`src/rtl/hazard_scoreboard_pkg.sv`:
```
// Shared types for the hazard/scoreboard unit: forwarding-select encodings
// and the multi-cycle scoreboard state enum.
package hazard_scoreboard_pkg;

    typedef enum logic [1:0] {
        FW_RF = 2'b00,
        FW_M  = 2'b01,
        FW_W  = 2'b10
    } fw_sel_e;

    typedef enum logic [1:0] {
        IDLE = 2'b00,
        BUSY = 2'b01,
        WB   = 2'b10
    } mc_state_e;

endpackage

```
`src/rtl/hazard_scoreboard_if.sv`:
```
// Pipeline <-> hazard unit signal bundle. The pipeline side is the master,
// the hazard unit is the slave.
interface hazard_scoreboard_if #(
    parameter int NREG = 32,
    parameter int CNTW = 16
);
    localparam int AW = $clog2(NREG);

    logic [AW-1:0]   RA0_D, RA1_D, WA_D;
    logic            WEN_D, MC_D;
    logic [AW-1:0]   RA0_E, RA1_E, WA_E;
    logic            WEN_E, Load_E, MC_E, FLUSH_E;
    logic [AW-1:0]   WA_M, WA_W;
    logic            WEN_M, WEN_W;

    logic            PCWrite, FDWrite, DEFlush;
    logic [1:0]      FW1, FW2;
    logic            MC_BUSY, MC_WB;
    logic [AW-1:0]   MC_WA;
    logic [CNTW-1:0] STALL_CNT;

    modport master (
        output RA0_D, RA1_D, WA_D, WEN_D, MC_D,
        output RA0_E, RA1_E, WA_E, WEN_E, Load_E, MC_E, FLUSH_E,
        output WA_M, WA_W, WEN_M, WEN_W,
        input  PCWrite, FDWrite, DEFlush, FW1, FW2,
        input  MC_BUSY, MC_WB, MC_WA, STALL_CNT
    );

    modport slave (
        input  RA0_D, RA1_D, WA_D, WEN_D, MC_D,
        input  RA0_E, RA1_E, WA_E, WEN_E, Load_E, MC_E, FLUSH_E,
        input  WA_M, WA_W, WEN_M, WEN_W,
        output PCWrite, FDWrite, DEFlush, FW1, FW2,
        output MC_BUSY, MC_WB, MC_WA, STALL_CNT
    );

endinterface

```
`src/rtl/hazard_scoreboard_mc_scoreboard.sv`:
```
// Single-entry scoreboard for the multi-cycle unit: tracks the pending
// destination from issue in E until its writeback cycle.
module mc_scoreboard
    import hazard_scoreboard_pkg::*;
#(
    parameter int AW     = 5,
    parameter int MC_LAT = 4
) (
    input  logic          clk_i,
    input  logic          rst_i,
    input  logic          issue_i,
    input  logic [AW-1:0] wa_i,
    output logic          pending_o,
    output logic          in_busy_o,
    output logic          wb_o,
    output logic [AW-1:0] wa_o
);

    localparam int CW = (MC_LAT > 3) ? $clog2(MC_LAT - 1) : 1;
    localparam logic [CW-1:0] CNT_INIT = CW'(MC_LAT - 2);

    mc_state_e     state_q;
    logic [CW-1:0] cnt_q;
    logic [AW-1:0] wa_q;
    logic          pending_q, busy_q, wb_q;

    always_ff @(posedge clk_i or posedge rst_i) begin
        if (rst_i) begin
            state_q   <= IDLE;
            cnt_q     <= '0;
            wa_q      <= '0;
            pending_q <= 1'b0;
            busy_q    <= 1'b0;
            wb_q      <= 1'b0;
        end else begin
            case (state_q)
                IDLE, WB: begin
                    if (issue_i) begin
                        wa_q      <= wa_i;
                        cnt_q     <= CNT_INIT;
                        pending_q <= 1'b1;
                        // With a 2-cycle unit there are no BUSY cycles: writeback follows issue directly.
                        if (MC_LAT == 2) begin
                            state_q <= WB;
                            busy_q  <= 1'b0;
                            wb_q    <= 1'b1;
                        end else begin
                            state_q <= BUSY;
                            busy_q  <= 1'b1;
                            wb_q    <= 1'b0;
                        end
                    end else begin
                        state_q   <= IDLE;
                        pending_q <= 1'b0;
                        busy_q    <= 1'b0;
                        wb_q      <= 1'b0;
                    end
                end
                BUSY: begin
                    cnt_q <= cnt_q - 1'b1;
                    // cnt_q counts remaining BUSY cycles; the last one hands over to WB.
                    if (cnt_q == CW'(1)) begin
                        state_q <= WB;
                        busy_q  <= 1'b0;
                        wb_q    <= 1'b1;
                    end
                end
                default: begin
                    state_q   <= IDLE;
                    pending_q <= 1'b0;
                    busy_q    <= 1'b0;
                    wb_q      <= 1'b0;
                end
            endcase
        end
    end

    assign pending_o = pending_q;
    assign in_busy_o = busy_q;
    assign wb_o      = wb_q;
    assign wa_o      = wa_q;

endmodule

```
`src/rtl/hazard_scoreboard.sv`:
```
// Hazard unit: load/MC-use stalls, scoreboard RAW/WAW and structural stalls,
// M/W forwarding selects and a saturating stall-cycle counter.
module hazard_scoreboard
    import hazard_scoreboard_pkg::*;
#(
    parameter int NREG     = 32,
    parameter int MC_LAT   = 4,
    parameter int ZERO_REG = 1,
    parameter int CNTW     = 16
) (
    input  logic             CLK,
    input  logic             RST,
    hazard_scoreboard_if.slave hz
);

    localparam int AW = $clog2(NREG);

    logic            issue, pending, in_busy, mc_wb;
    logic            s1, s2, s3, stall;
    logic [AW-1:0]   mc_wa;
    logic [CNTW-1:0] cnt_q, cnt_d;

    function automatic logic hit(input logic [AW-1:0] a, input logic [AW-1:0] b);
        return (a == b) && !((ZERO_REG != 0) && (a == '0));
    endfunction

    function automatic logic [1:0] fw_sel(input logic [AW-1:0] ra,
                                          input logic [AW-1:0] wa_m, input logic wen_m,
                                          input logic [AW-1:0] wa_w, input logic wen_w);
        if (!wen_m && hit(wa_m, ra)) return FW_M;
        if (!wen_w && hit(wa_w, ra)) return FW_W;
        return FW_RF;
    endfunction

    assign issue = hz.MC_E & ~hz.WEN_E & ~hz.FLUSH_E;

    mc_scoreboard #(
        .AW     (AW),
        .MC_LAT (MC_LAT)
    ) u_mc_scoreboard (
        .clk_i     (CLK),
        .rst_i     (RST),
        .issue_i   (issue),
        .wa_i      (hz.WA_E),
        .pending_o (pending),
        .in_busy_o (in_busy),
        .wb_o      (mc_wb),
        .wa_o      (mc_wa)
    );

    assign s1 = (hz.Load_E | hz.MC_E) & ~hz.WEN_E & ~hz.FLUSH_E
              & (hit(hz.WA_E, hz.RA0_D) | hit(hz.WA_E, hz.RA1_D));
    assign s2 = pending & (hit(mc_wa, hz.RA0_D) | hit(mc_wa, hz.RA1_D)
              | (~hz.WEN_D & hit(mc_wa, hz.WA_D)));
    assign s3 = hz.MC_D & (in_busy | issue);
    assign stall = s1 | s2 | s3;

    always_comb begin
        cnt_d = cnt_q;
        if (stall && (cnt_q != '1)) cnt_d = cnt_q + 1'b1;
    end

    always_ff @(posedge CLK or posedge RST) begin
        if (RST) cnt_q <= '0;
        else     cnt_q <= cnt_d;
    end

    assign hz.PCWrite   = ~stall;
    assign hz.FDWrite   = ~stall;
    assign hz.DEFlush   = stall;
    assign hz.FW1       = fw_sel(hz.RA0_E, hz.WA_M, hz.WEN_M, hz.WA_W, hz.WEN_W);
    assign hz.FW2       = fw_sel(hz.RA1_E, hz.WA_M, hz.WEN_M, hz.WA_W, hz.WEN_W);
    assign hz.MC_BUSY   = pending;
    assign hz.MC_WB     = mc_wb;
    assign hz.MC_WA     = mc_wa;
    assign hz.STALL_CNT = cnt_q;

endmodule

```
`src/flat_wrapper.sv`:
```
// flat-port wrapper written by rule: the top's interface ports become plain ports
module hazard_scoreboard_flat import hazard_scoreboard_pkg::*;
#(
    parameter int NREG     = 32,
    parameter int MC_LAT   = 4,
    parameter int ZERO_REG = 1,
    parameter int CNTW     = 16
)
  (CLK, RST, hz_RA0_D, hz_RA1_D, hz_WA_D, hz_WEN_D, hz_MC_D, hz_RA0_E, hz_RA1_E, hz_WA_E, hz_WEN_E, hz_Load_E, hz_MC_E, hz_FLUSH_E, hz_WA_M, hz_WA_W, hz_WEN_M, hz_WEN_W, hz_PCWrite, hz_FDWrite, hz_DEFlush, hz_FW1, hz_FW2, hz_MC_BUSY, hz_MC_WB, hz_MC_WA, hz_STALL_CNT);
  hazard_scoreboard_if #(.NREG(NREG), .CNTW(CNTW)) hz_i ();
  input  logic CLK;
  input  logic RST;
  input wire logic [$bits(hz_i.RA0_D)-1:0] hz_RA0_D;
  input wire logic [$bits(hz_i.RA1_D)-1:0] hz_RA1_D;
  input wire logic [$bits(hz_i.WA_D)-1:0] hz_WA_D;
  input wire logic [$bits(hz_i.WEN_D)-1:0] hz_WEN_D;
  input wire logic [$bits(hz_i.MC_D)-1:0] hz_MC_D;
  input wire logic [$bits(hz_i.RA0_E)-1:0] hz_RA0_E;
  input wire logic [$bits(hz_i.RA1_E)-1:0] hz_RA1_E;
  input wire logic [$bits(hz_i.WA_E)-1:0] hz_WA_E;
  input wire logic [$bits(hz_i.WEN_E)-1:0] hz_WEN_E;
  input wire logic [$bits(hz_i.Load_E)-1:0] hz_Load_E;
  input wire logic [$bits(hz_i.MC_E)-1:0] hz_MC_E;
  input wire logic [$bits(hz_i.FLUSH_E)-1:0] hz_FLUSH_E;
  input wire logic [$bits(hz_i.WA_M)-1:0] hz_WA_M;
  input wire logic [$bits(hz_i.WA_W)-1:0] hz_WA_W;
  input wire logic [$bits(hz_i.WEN_M)-1:0] hz_WEN_M;
  input wire logic [$bits(hz_i.WEN_W)-1:0] hz_WEN_W;
  output wire logic [$bits(hz_i.PCWrite)-1:0] hz_PCWrite;
  output wire logic [$bits(hz_i.FDWrite)-1:0] hz_FDWrite;
  output wire logic [$bits(hz_i.DEFlush)-1:0] hz_DEFlush;
  output wire logic [$bits(hz_i.FW1)-1:0] hz_FW1;
  output wire logic [$bits(hz_i.FW2)-1:0] hz_FW2;
  output wire logic [$bits(hz_i.MC_BUSY)-1:0] hz_MC_BUSY;
  output wire logic [$bits(hz_i.MC_WB)-1:0] hz_MC_WB;
  output wire logic [$bits(hz_i.MC_WA)-1:0] hz_MC_WA;
  output wire logic [$bits(hz_i.STALL_CNT)-1:0] hz_STALL_CNT;
  assign hz_i.RA0_D = hz_RA0_D;
  assign hz_i.RA1_D = hz_RA1_D;
  assign hz_i.WA_D = hz_WA_D;
  assign hz_i.WEN_D = hz_WEN_D;
  assign hz_i.MC_D = hz_MC_D;
  assign hz_i.RA0_E = hz_RA0_E;
  assign hz_i.RA1_E = hz_RA1_E;
  assign hz_i.WA_E = hz_WA_E;
  assign hz_i.WEN_E = hz_WEN_E;
  assign hz_i.Load_E = hz_Load_E;
  assign hz_i.MC_E = hz_MC_E;
  assign hz_i.FLUSH_E = hz_FLUSH_E;
  assign hz_i.WA_M = hz_WA_M;
  assign hz_i.WA_W = hz_WA_W;
  assign hz_i.WEN_M = hz_WEN_M;
  assign hz_i.WEN_W = hz_WEN_W;
  assign hz_PCWrite = hz_i.PCWrite;
  assign hz_FDWrite = hz_i.FDWrite;
  assign hz_DEFlush = hz_i.DEFlush;
  assign hz_FW1 = hz_i.FW1;
  assign hz_FW2 = hz_i.FW2;
  assign hz_MC_BUSY = hz_i.MC_BUSY;
  assign hz_MC_WB = hz_i.MC_WB;
  assign hz_MC_WA = hz_i.MC_WA;
  assign hz_STALL_CNT = hz_i.STALL_CNT;
  hazard_scoreboard #(.NREG(NREG), .MC_LAT(MC_LAT), .ZERO_REG(ZERO_REG), .CNTW(CNTW)) u_core (.CLK(CLK), .RST(RST), .hz(hz_i));
endmodule
```
`config.mk`:
```
export PLATFORM = sky130hd
export DESIGN_NAME = hazard_scoreboard_flat
export DESIGN_NICKNAME = d
export VERILOG_FILES = /design/src/rtl/hazard_scoreboard_pkg.sv /design/src/rtl/hazard_scoreboard_if.sv /design/src/rtl/hazard_scoreboard_mc_scoreboard.sv /design/src/rtl/hazard_scoreboard.sv /design/src/flat_wrapper.sv
export SDC_FILE = /design/constraint.sdc
export NUM_CORES = 1
export LEC_CHECK = 0
export BUFFER_PORTS_ARGS = -buffer_cell sky130_fd_sc_hd__clkbuf_2
export CAP_MARGIN = 20
export CELL_PAD_IN_SITES_DETAIL_PLACEMENT = 1
export CELL_PAD_IN_SITES_GLOBAL_PLACEMENT = 1
export CORE_UTILIZATION = 30
export CTS_CLUSTER_SIZE = 30
export DETAILED_ROUTE_END_ITERATION = 7
export PLACE_DENSITY = 0.77
export SYNTH_ARGS = -nofsm -noshare
export SYNTH_HDL_FRONTEND = slang
export SYNTH_HIERARCHICAL = 1
export SYNTH_SLANG_ARGS = --single-unit
```
`constraint.sdc`:
```
create_clock -name CLK -period 4.1 [get_ports CLK]
set_input_delay 0.205 -clock CLK [delete_from_list [all_inputs] [get_ports CLK]]
set_output_delay 0.205 -clock CLK [all_outputs]
set_load 0.1 [all_outputs]
```
; ---- Word-level counts from Yosys, hierarchy flattened
; Cells that the tools add are included.
[totals]
regBits = 28
in_bits = 50
out_inout_bits = 30
word_cells = 97
[classes]
n_addsub = 2
n_eq_ne = 15
n_mux = 25
bitwise = 19
n_reduce_logical = 29
[ops]
columns = op, n
row1 = 5-bit == test, 9
row2 = 5-bit logical NOT, 4
row3 = 2-bit 2-to-1 mux, 10
row4 = 16-bit by 1-bit adder with 16-bit output (second input constant), 1
row5 = 16-bit inequality test (second input constant), 1
row6 = 1-bit logical AND, 14
row7 = 1-bit 2-to-1 mux, 11
row8 = 1-bit AND, 8
row9 = 2-bit case mux with 2 select lines, 2
row10 = 1-bit bitwise OR, 7
row11 = 1-bit logical NOT, 6
row12 = 2-bit by 1-bit == test with 1-bit output (second input constant), 2
row13 = 1-bit NOT, 4
row14 = 1-bit case mux with 2 select lines, 2
row15 = 2-bit AND reduction, 2
row16 = 2-bit == test (second input constant), 1
row17 = 2-bit logical NOT, 1
row18 = 2-bit by 1-bit inequality test with 1-bit output (second input constant), 1
row19 = 2-bit inequality test (second input constant), 1
row20 = 2-bit nonzero test, 1
row21 = 2-bit OR reduction, 1
row22 = 2-bit by 1-bit subtractor with 2-bit output (second input constant), 1

; ---- Depth between registers and ports, before layout
; Gate-level depths: netlist (run 1).
[depth]
depth_word = 9
ltp_mapped = 8
depth_no_buf = 7

; ---- Cells and area by module
; Netlist (run 1), hierarchy kept.
[by_module_without_submodules]
columns = mod, instances, cells_each, area_each_um2, seq_area_each_um2
row1 = hazard_scoreboard, 1, 160, 1473.9, 400.4
row2 = mc_scoreboard, 1, 45, 478.0, 275.3

; ---- Worst setup path before layout (run 1)
; Ideal clock, no wire load.
[synth_path]
kind = in2out
from = input port hz_RA0_E[4]
to = output port hz_FW1[1]
arrival_ps = 5410
required_time_ps = 3895
path_slack_ps = -1515
stages = 4
path_buffers = 0
path_cell_list = xnor2_1 > nand3_1 > nor4_1 > nor4_1
[synth_via]
elab_chain_len = 7
word_cells_on_any_way = 12
cone_classes = eq/ne: 2 / mux: 6 / reduce/logical: 4
[synth_lines]
columns = item, line
row1 = "start, declared", flat_wrapper.sv:18  ; input wire logic [$bits(hz_i.RA0_E)-1:0] hz_RA0_E;
row2 = 5-bit == test, hazard_scoreboard.sv:24  ; return (a == b) && !((ZERO_REG != 0) && (a == '0));
row3 = 1-bit logical AND, hazard_scoreboard.sv:24
row4 = 1-bit logical AND, hazard_scoreboard.sv:31  ; if (!wen_w && hit(wa_w, ra)) return FW_W;
row5 = 1-bit 2-to-1 mux (2 in series), hazard_scoreboard.sv:31
row6 = 2-bit 2-to-1 mux, hazard_scoreboard.sv:32  ; return FW_RF;
row7 = 2-bit 2-to-1 mux (*), hazard_scoreboard.sv:31
row8 = "end, declared", flat_wrapper.sv:32  ; output wire logic [$bits(hz_i.FW1)-1:0] hz_FW1;
; Every way passes the cells marked *; elsewhere a longest branch is shown, timed or not. The select of a mux whose other input is x is not followed.

; ---- Worst setup path after layout (run 1)
[layout_path]
from = register u_core.u_mc_scoreboard.wa_q[0] (netlist: u_core/u_mc_scoreboard/wa_o[0])
to = output port hz_DEFlush
[layout_via]
elab_chain_len = 8
word_cells_on_any_way = 14
cone_classes = eq/ne: 3 / bitwise: 6 / reduce/logical: 5
[layout_lines]
columns = item, line
row1 = "start, declared", hazard_scoreboard_mc_scoreboard.sv:24  ; logic [AW-1:0] wa_q;
row2 = "start signal, assigned", hazard_scoreboard_mc_scoreboard.sv:39  ; wa_q <= wa_i;
row3 = 5-bit logical NOT, hazard_scoreboard.sv:24
row4 = 1-bit logical NOT, hazard_scoreboard.sv:24
row5 = 1-bit logical AND, hazard_scoreboard.sv:24
row6 = 1-bit bitwise OR / 1-bit AND (equally long branches), "hazard_scoreboard.sv:53, hazard_scoreboard.sv:54"
row7 = 1-bit bitwise OR (*), hazard_scoreboard.sv:54  ; | (~hz.WEN_D & hit(mc_wa, hz.WA_D)));
row8 = 1-bit AND (*), hazard_scoreboard.sv:53  ; assign s2 = pending & (hit(mc_wa, hz.RA0_D) | hit(mc_wa, hz.RA1_D)
row9 = 1-bit bitwise OR (*) (2 in series), hazard_scoreboard.sv:56  ; assign stall = s1 | s2 | s3;
row10 = "end, declared", flat_wrapper.sv:31  ; output wire logic [$bits(hz_i.DEFlush)-1:0] hz_DEFlush;
; Every way passes the cells marked *; elsewhere a longest branch is shown, timed or not.

==> key figures, run 1 <==
Global routing
  • Initial antenna violation count: 0
  • Vias in the first global route: roughly 1.8k
  • All-Layer GR Usage: 16.6%
  • Global-route wire length before repair: between 8000 and 9000 µm
  • Pin count of the biggest net entering global routing: 17
  • Global route overflow: 0

Run status
  • Status: finished clean

Die
  • Die area: ~7000 µm²
  • Std-Cell Rows: 29
  • Ports: 80
  • CORE AREA: between 6000 and 7000 µm²
  • Die H: about 83 µm
  • Die Width: just over 80 µm
  • Starting density of the core: 30.9%

Power and ir drop
  • Cell Pwr Density: around 580 nW/µm²
  • Comb pwr share: 58.2%
  • Sw power: around 820 µW
  • Clock power frac: 10.7%
  • VDD IR max: 0.000439 V
  • Int Power: approximately 600 µW
  • Switching share of power: between 50% and 60%
  • Pleak: between 0.001 and 0.0015 µW
  • Seq pwr share: 31.2%

Worst setup path
  • Critical path capture point type: primary output
  • Setup CP Type: reg2out
  • Worst Setup Start Kind: flip-flop
  • CP max stage cell: dfrtp_1
  • Top delay family on crit path: simple AND/OR/NAND/NOR gates
  • Critical path cell sequence: xnor2_1 -> nand3_1 -> nor3_1 -> o31a_1 -> nor2_2 -> inv_1 -> clkbuf_2
  • CP startpoint: u_core/u_mc_scoreboard/wa_o[0]
  • Worst EP required: ~3.9 ns
  • CP Data Arrival Time: between 2 and 2.5 ns
  • CP max stage delay: ~0.50 ns
  • Bufs and invs on worst path: 2
  • Critical R2R Launch: u_core/hz.STALL_CNT[0]
  • Crit path max fanout: 7

Clock tree
  • Worst-Skew Late Latency: between 0.2 and 0.3 ns
  • H-tree Lvls: 1
  • CTS Root Cell: clkbuf_8
  • Clock-pin slew on the worst setup and hold paths: ~0.090 ns
  • CTS tree: built
  • Cells resized by post-CTS repair: 0
  • Hold_buf cts: 1
  • Num CTS Buffers: 3
  • Post-CTS Setup Repair Bufs: 0
  • CTS Buffer Depth: 2
  • Clk sinks: 27

STA
  • Finish-stage setup viols: 0
  • Hold_ws: 0.192 ns
  • Period utilisation layout: between 60% and 70%
  • Worst setup margin: between 1 and 1.5 ns
  • Slew headroom: 54.6%
  • Final min period: 2.64 ns
  • Final Skew: ~0.0045 ns
  • Max Freq: 379 MHz
  • RSZ-0062 raised after global routing: no
  • Final number of max-transition violations: 0
  • Final hold violations: 0
  • Worst-Margin Slew: just under 0.7 ns

Placed design
  • Buffers on Ports: about 80
  • Worst slack, placed: approximately 1.7 ns
  • GP Congestion: a little over 0.8
  • Post-DP HPWL: 4500 µm

Logic synthesis
  • Mapped Cells: just over 200
  • Post-Syn Area per Cell: ~9.5 µm²
  • Xor and xnor area share after synthesis: approximately a quarter
  • Synth cell types: between 40 and 50
  • Compound-Gate Fraction of Synth Area: 12.9%
  • #FFs+latches synth: 27
  • Ys flop type: dfrtp_1
  • EDFF count, synth: 0
  • Post-Syn Area: between 1500 and 2000 µm²
  • Post-synthesis async set-or-reset flop share: 100%
  • Largest family of logic cells by synthesized area: XOR/XNOR gates
  • Simple-Gate Fraction of Synth Area: between 10% and 20%
  • Sequential area share after synthesis: 34.6%
  • Post-Synth Adder-Cell Area: under 10%
  • Syn nets: approximately 260
  • Mux contribution to synthesized area: between 1.5 and 2%
  • Ys Warns: 6

Drt
  • DRC: 0
  • Antenna-violating nets left: 0
  • WL final: 5440 µm
  • Vias per inst: between 4 and 5
  • Via Count: 1780
  • Initial DRC Count: 29
  • TritonRoute pass-1 iters: 4
  • DR WL/cell: 15.1 µm

Job
  • Max-Cap Viols: 0

Min path
  • Hold Crit Start: hz_WA_E[3]
  • Min-delay worst type: in2reg

Cells and area
  • Final core utilization: between 30% and 40%
  • P&R area growth vs syn: 26.3%
  • Final net count: 337
  • Layout cells sized above 1: between 30% and 40%
  • Ant diodes: 0
-- power by group through the flow --
| stage | Clock, µW | Sequential [µW] | Combinational [µW] |
|---|---|---|---|
| global route | 169 | 458 | 871 |
| floorplan | 0 | 814 | 302 |
| detailed placement | 0 | 451 | 827 |
| finish | 152 | 443 | 826 |
| global placement | 0 | 446 | 807 |
| CTS | 159 | 446 | 830 |
-- cells by family (layout without fill, tap and decap cells) --
| logic type | count (synthesis) | after routing |
|---|---|---|
| and+or+nand+nor | 68 | 68 |
| xor gates and xnor gates | 58 | 58 |
| AOI/OAI and AO/OA | 32 | 32 |
| DFF | 27 | 27 |
| buffers and inverters | 15 | 94 |
| muxes | 3 | 3 |
| adders and majority gates | 2 | 2 |
-- layout by cell type (no fill, tap or decap), drive strengths merged --
cell type    netlist  layout
clkbuf             0      83
xor2              35      35
dfrtp             27      27
xnor2             23      23
nand2             20      20
inv               10      10
nor2              10      10
nand3              9       9
a21oi              8       8
o21ai              7       7
nor3               6       6
nand4              6       6
nand2b             5       5
a211oi             4       4
nor4               4       4
or4                3       3
mux2               3       3
o31ai              2       2
o31a               2       2
and4               2       2
ha                 2       2
a31oi              2       2
dlygate4sd3        0       1
and3               1       1
a22oi              1       1
o221ai             1       1
nor3b              1       1
a31o               1       1
o21a               1       1
o211ai             1       1
o21bai             1       1
a21boi             1       1
and2b              1       1
-- final timing paths --
path / endpoint / depth (start not counted) / slack [ns]
min reg2reg: u_core/hz.STALL_CNT[6] / 1 / 0.50
max reg2reg: u_core/hz.STALL_CNT[1] / 7 / 1.67
max in group asynchronous: u_core/hz.STALL_CNT[0] / 3 / 3.12
max: hz_DEFlush / 7 / 1.46
min in group asynchronous: u_core/u_mc_scoreboard/state_q[1] / 3 / 0.48
min: u_core/u_mc_scoreboard/wa_o[3] / 3 / 0.19
-- cell type report --
cell class	count	area, µm²
clock buffers	4	45.0
fillers	777	3850
inverters	10	37.5
multi-input cells	163	1200
flip-flops and latches	27	676
well taps	77	96.3
repair buffers	80	405
-- flip-flops by register name, summed over array words and instances, names as in the netlist --
signal                            flops
u_core/u_mc_scoreboard/wa_o           5
u_core/u_mc_scoreboard/in_busy_o      1
u_core/u_mc_scoreboard/cnt_q          2
u_core/u_mc_scoreboard/pending_o      1
u_core/hz.STALL_CNT                  16
u_core/u_mc_scoreboard/state_q        2
-- cell usage after synthesis, types with 2 or more instances --
library cell	count	share of area, %
nor3_1	5	1.3
nor2_1	10	1.9
ha_1	2	1.3
a21oi_1	8	2.1
nand4_1	5	1.6
o31ai_4	2	2.2
o31a_1	2	0.90
nand2_1	20	3.8
nor4_1	4	1.3
xor2_1	35	16
dfrtp_1	27	35
xnor2_1	23	10
o21ai_0	4	1.0
nand3_1	8	2.1
a211oi_2	2	1.3
buf_6	3	1.7
or4_1	3	1.2
o21ai_1	2	0.51
inv_1	10	1.9
nand2b_1	4	1.3
and4_1	2	0.90
a211oi_1	2	0.77
mux2_2	2	1.2
buf_4	2	0.77
-- per-layer routing --
layer,track usage [%],up-vias,routed length [µm]
met5,0,-,0
met4,3.28,0,46
met3,3.19,4,173
met2,30.7,33,2880
met1,19.8,875,2340
li1,-,868,-
-- worst reg2reg max path, delay by kind of cell (launching register included) --
family	cells	cell delay, ns
fa+ha+maj	1	0.21
mux	1	0.34
flops	1	0.42
compound gates	1	0.45
simple gates	4	0.91
-- stage by stage --
step                setup TNS (ns)  area, µm²  std cells  power [µW]
floorplan                   -0.434       1970        205        1120
global placement                 0       2410        356        1250
detailed placement               0       2410        356        1280
CTS                              0       2460        361        1440
global route                     0       2460        361        1500
finish                           0       2460        361        1420
No activity file was read; power rests on OpenSTA's default activity.
==> inputs of run 2 (changes only) <==
--- a/config.mk
+++ b/config.mk
@@ -5,6 +5,7 @@
 export SDC_FILE = /design/constraint.sdc
 export NUM_CORES = 1
 export LEC_CHECK = 0
+export ABC_AREA = 1
 export BUFFER_PORTS_ARGS = -buffer_cell sky130_fd_sc_hd__clkbuf_2
 export CAP_MARGIN = 20
 export CELL_PAD_IN_SITES_DETAIL_PLACEMENT = 1
@@ -12,7 +13,7 @@
 export CORE_UTILIZATION = 30
 export CTS_CLUSTER_SIZE = 30
 export DETAILED_ROUTE_END_ITERATION = 7
-export PLACE_DENSITY = 0.77
+export PLACE_DENSITY = 0.82
 export SYNTH_ARGS = -nofsm -noshare
 export SYNTH_HDL_FRONTEND = slang
 export SYNTH_HIERARCHICAL = 1
==> constraint.sdc (replaced) <==
create_clock -name CLK -period 2.14 [get_ports CLK]
set_input_delay 0.107 -clock CLK [delete_from_list [all_inputs] [get_ports CLK]]
set_output_delay 0.107 -clock CLK [all_outputs]
set_load 0.1 [all_outputs]
==> run 2 against run 1 <==
The flow now finishes with violations (design-rule violations). Cell count increased by 41%. Utilization increased by 1.0 points. Total power increased by 81%. Global-route usage increased by 0.28 points. Sequential cell count unchanged. Final area increased by 17%. Count of clock-buffer cells in the layout decreased by 1. Die area increased by 14%. Synthesized cell count increased by 60%. Sequential power increased by 85%. Worst setup slack got worse by 1.2 ns. Clock skew decreased by 0.0016 ns. Critical path type unchanged. Critical endpoint unchanged. Largest cell class unchanged.
==> key figures, run 2 <==
STA
  • Slew headroom: between 50% and 60%
  • Final min period: between 1.5 and 2 ns
  • Final hold violations: 0
  • Worst setup margin: about 0.21 ns
  • RSZ-0062 raised after global routing: no
  • Hold_ws: about 0.12 ns
  • Period utilisation layout: 90.0%
  • Final Skew: 0.00294 ns
  • Finish-stage setup viols: 0
  • Max Freq: slightly above 500 MHz
  • Final number of max-transition violations: 0
  • Worst-Margin Slew: between 0.6 and 0.7 ns

Power and ir drop
  • Pleak: around 0.0016 µW
  • VDD IR max: about 0.00070 V
  • Int Power: 1140 µW
  • Sw power: 1430 µW
  • Seq pwr share: a little under a third
  • Final total power: 2580 µW
  • Comb pwr share: between 50 and 60%
  • Cell Pwr Density: just under 900 nW/µm²
  • Clock power frac: between 10% and 20%
  • Switching share of power: 55.6%

Job
  • Max-Cap Viols: 0

Worst setup path
  • CP max stage cell: dfrtp_4
  • Setup CP Type: reg2out
  • Crit path max fanout: 7
  • Critical Path Most Common Cell: nand3_1
  • CP startpoint: u_core/u_mc_scoreboard/wa_o[4]
  • R2r endpoint: u_core/hz.STALL_CNT[8]
  • Worst R2R Setup Slack: approximately 0.3 ns
  • Worst EP required: just over 2 ns
  • Critical path capture point type: primary output
  • CP Data Arrival Time: 1.82 ns
  • Critical path cell sequence: xor2_1 -> nor2_1 -> nand3_1 -> nand3_1 -> nand2_1 -> nand2_4 -> buf_4 -> buf_12
  • CP max stage delay: between 0.5 and 0.6 ns
  • Register-to-Register Path Depth: 11
  • Worst Setup Start Kind: flip-flop
  • Critical R2R Launch: u_core/hz.STALL_CNT[0]

Logic synthesis
  • #FFs+latches synth: 27
  • Synth cell types: 29
  • Synth area leaders: dfrtp_1 30%, nand2_1 17%, xor2_1 11%
  • Syn nets: 381
  • Ys flop type: dfrtp_1
  • Area leader, netlist: dfrtp_1
  • Mapped Cells: 329
  • EDFF count, synth: 0
  • Post-Syn Area: about 2200 µm²
  • Sequential area share after synthesis: 30.3%
  • Post-Syn Area per Cell: between 6 and 7 µm²
  • Top cell type's share of synthesized area: 30.3%
  • Post-synthesis async set-or-reset flop share: between 90% and 100%
  • Synth top cells by count: 100 x nand2_1, 48 x inv_1, 35 x nand3_1
  • Ys Warns: 6
  • Count leader, synth: nand2_1

Drt
  • TritonRoute pass-1 iters: 6
  • Initial DRC Count: 80
  • DR WL/cell: 12.6 µm
  • WL final: roughly 6400 µm
  • DRC: 1
  • Vias per inst: about 4.6
  • Antenna-violating nets left: 0
  • Via Count: approximately 2.4k

Die
  • Starting density of the core: 31.0%
  • Die area: about 8000 µm²
  • Die H: a little under 90 µm
  • CORE AREA: 7210 µm²
  • Std-Cell Rows: 31
  • Ports: 80
  • Die Width: just under 90 µm

Cells and area
  • Area of the multi-input gates: roughly 1300 µm²
  • Final net count: between 400 and 500
  • Layout cells sized above 1: between 20% and 30%
  • Ant diodes: 0
  • Most common cell after layout, fill and taps aside: nand2_1
  • Layout fillers: between 900 and 1k
  • Number of flip-flops in the largest register: 16
  • Fin area: 2890 µm²
  • Most frequent cells in the layout: 100 x nand2_1, 76 x clkbuf_2, 43 x inv_1
  • Layout Cells excl Fill: between 500 and 600
  • P&R area growth vs syn: 29.4%
  • Storage element area: about 700 µm²

Clock tree
  • Cells resized by post-CTS repair: 0
  • H-tree Lvls: 1
  • Clk sinks: 27
  • Clock-pin slew on the worst setup and hold paths: approximately 0.1 ns
  • CTS tree: built
  • Worst-Skew Late Latency: approximately 0.28 ns
  • CTS Root Cell: clkbuf_8
  • Num CTS Buffers: 3
  • CTS Buffer Depth: 2

Min path
  • Worst Hold End: u_core/u_mc_scoreboard/wa_o[4]
  • Hold Crit Start: hz_WA_E[4]
  • Worst Hold Path Cells: 3
  • Min-delay worst type: in2reg

Placed design
  • Placed cells: ~500
  • Placed instance area: 2810 µm²
  • GP Congestion: roughly 0.82
  • Buffers on Ports: a little under 80
  • Post-DP HPWL: around 5300 µm
  • Worst slack, placed: 0.319 ns

Global routing
  • Initial antenna violation count: 0
  • Global-route wire length before repair: ~11000 µm
  • Vias in the first global route: roughly 2.4k
  • All-Layer GR Usage: between 10% and 20%
  • Pin count of the biggest net entering global routing: 18
  • Global route overflow: 0

Run status
  • Status: finished with violations
  • Failing checks: design-rule violations
-- run 2: cell count changes in the layout (fill, tap and decap cells not counted), sizes merged, moves of 4 or more --
cell    delta
a211oi     -4
a21oi      -5
buf        +7
clkbuf     -4
inv       +40
nand2     +84
nand2b     -5
nand3     +29
nor2      +17
xnor2     -12
xor2       -7
-- run 2: critical path: cells and delay by family, from the launching register on --
family,cells,cell delay (ns)
buffers and inverters,2,0.34
xor gates and xnor gates,1,0.15
and+or+nand+nor,5,0.51
DFF,1,0.54
-- run 2: how the worst max path moves through the flow --
stage / end / slack [ns] / cells past startpoint
finish: hz_DEFlush / 0.21 / 8
global route: hz_DEFlush / 0.1 / 9
detailed placement: u_core/hz.STALL_CNT[8] / 0.32 / 11
floorplan: hz_PCWrite / -0.22 / 9
CTS: hz_FDWrite / 0.06 / 8
global placement: u_core/hz.STALL_CNT[8] / 0.40 / 11
-- run 2: what timing repair did --
action / CTS / global route
endpoints found under the hold margin: 27 / 0
hold buffers: 1 / 0
buffers inserted: 0 / 2
setup endpoints to repair: 0 / 3
-- run 2: area by class of cell --
cell class                      count  share of cell area (%)
Multi-Input combinational cell    246                    46.5
Sequential cell                    27                    24.2
Timing Repair Buffer               84                    16.6
Inverter                           50                    6.63
Tap cell                           99                    4.29
Clock buffer                        3                    1.43
Clock inverter                      1                   0.303
-- run 2: logic make-up after synthesis --
| family | count (synthesis) | synth area share, % |
|---|---|---|
| compound gates | 10 | 2.35 |
| flops | 27 | 30.3 |
| fa+ha+maj | 2 | 1.12 |
| buf+inv | 56 | 11.0 |
| xor+xnor | 39 | 15.3 |
| simple gates | 195 | 40.0 |
-- run 2: routing by layer --
layer,global-route usage (%),part of all wire [%]
met5,0,0
met4,4.25,0.83
met3,1.59,4.2
met2,32.1,52
met1,20.3,43
-- run 2: power groups by stage --
| stage | Clock (µW) | Combinational, µW | Sequential, µW |
|---|---|---|---|
| floorplan | 0 | 587 | 1370 |
| CTS | 325 | 1450 | 819 |
| finish | 312 | 1450 | 819 |
| global route | 344 | 1560 | 843 |
| global placement | 0 | 1410 | 822 |
| detailed placement | 0 | 1450 | 828 |
-- run 2: through the flow --
| stage | TNS [ns] | utilization, % |
|---|---|---|
| 4_1_cts | 0 | 39.8 |
| 3_3_place_gp | 0 | 39.0 |
| 2_1_floorplan | -0.221 | - |
| 3_5_place_dp | 0 | 39.0 |
| 6_report | 0 | 40.0 |
| 5_1_grt | 0 | 40.0 |
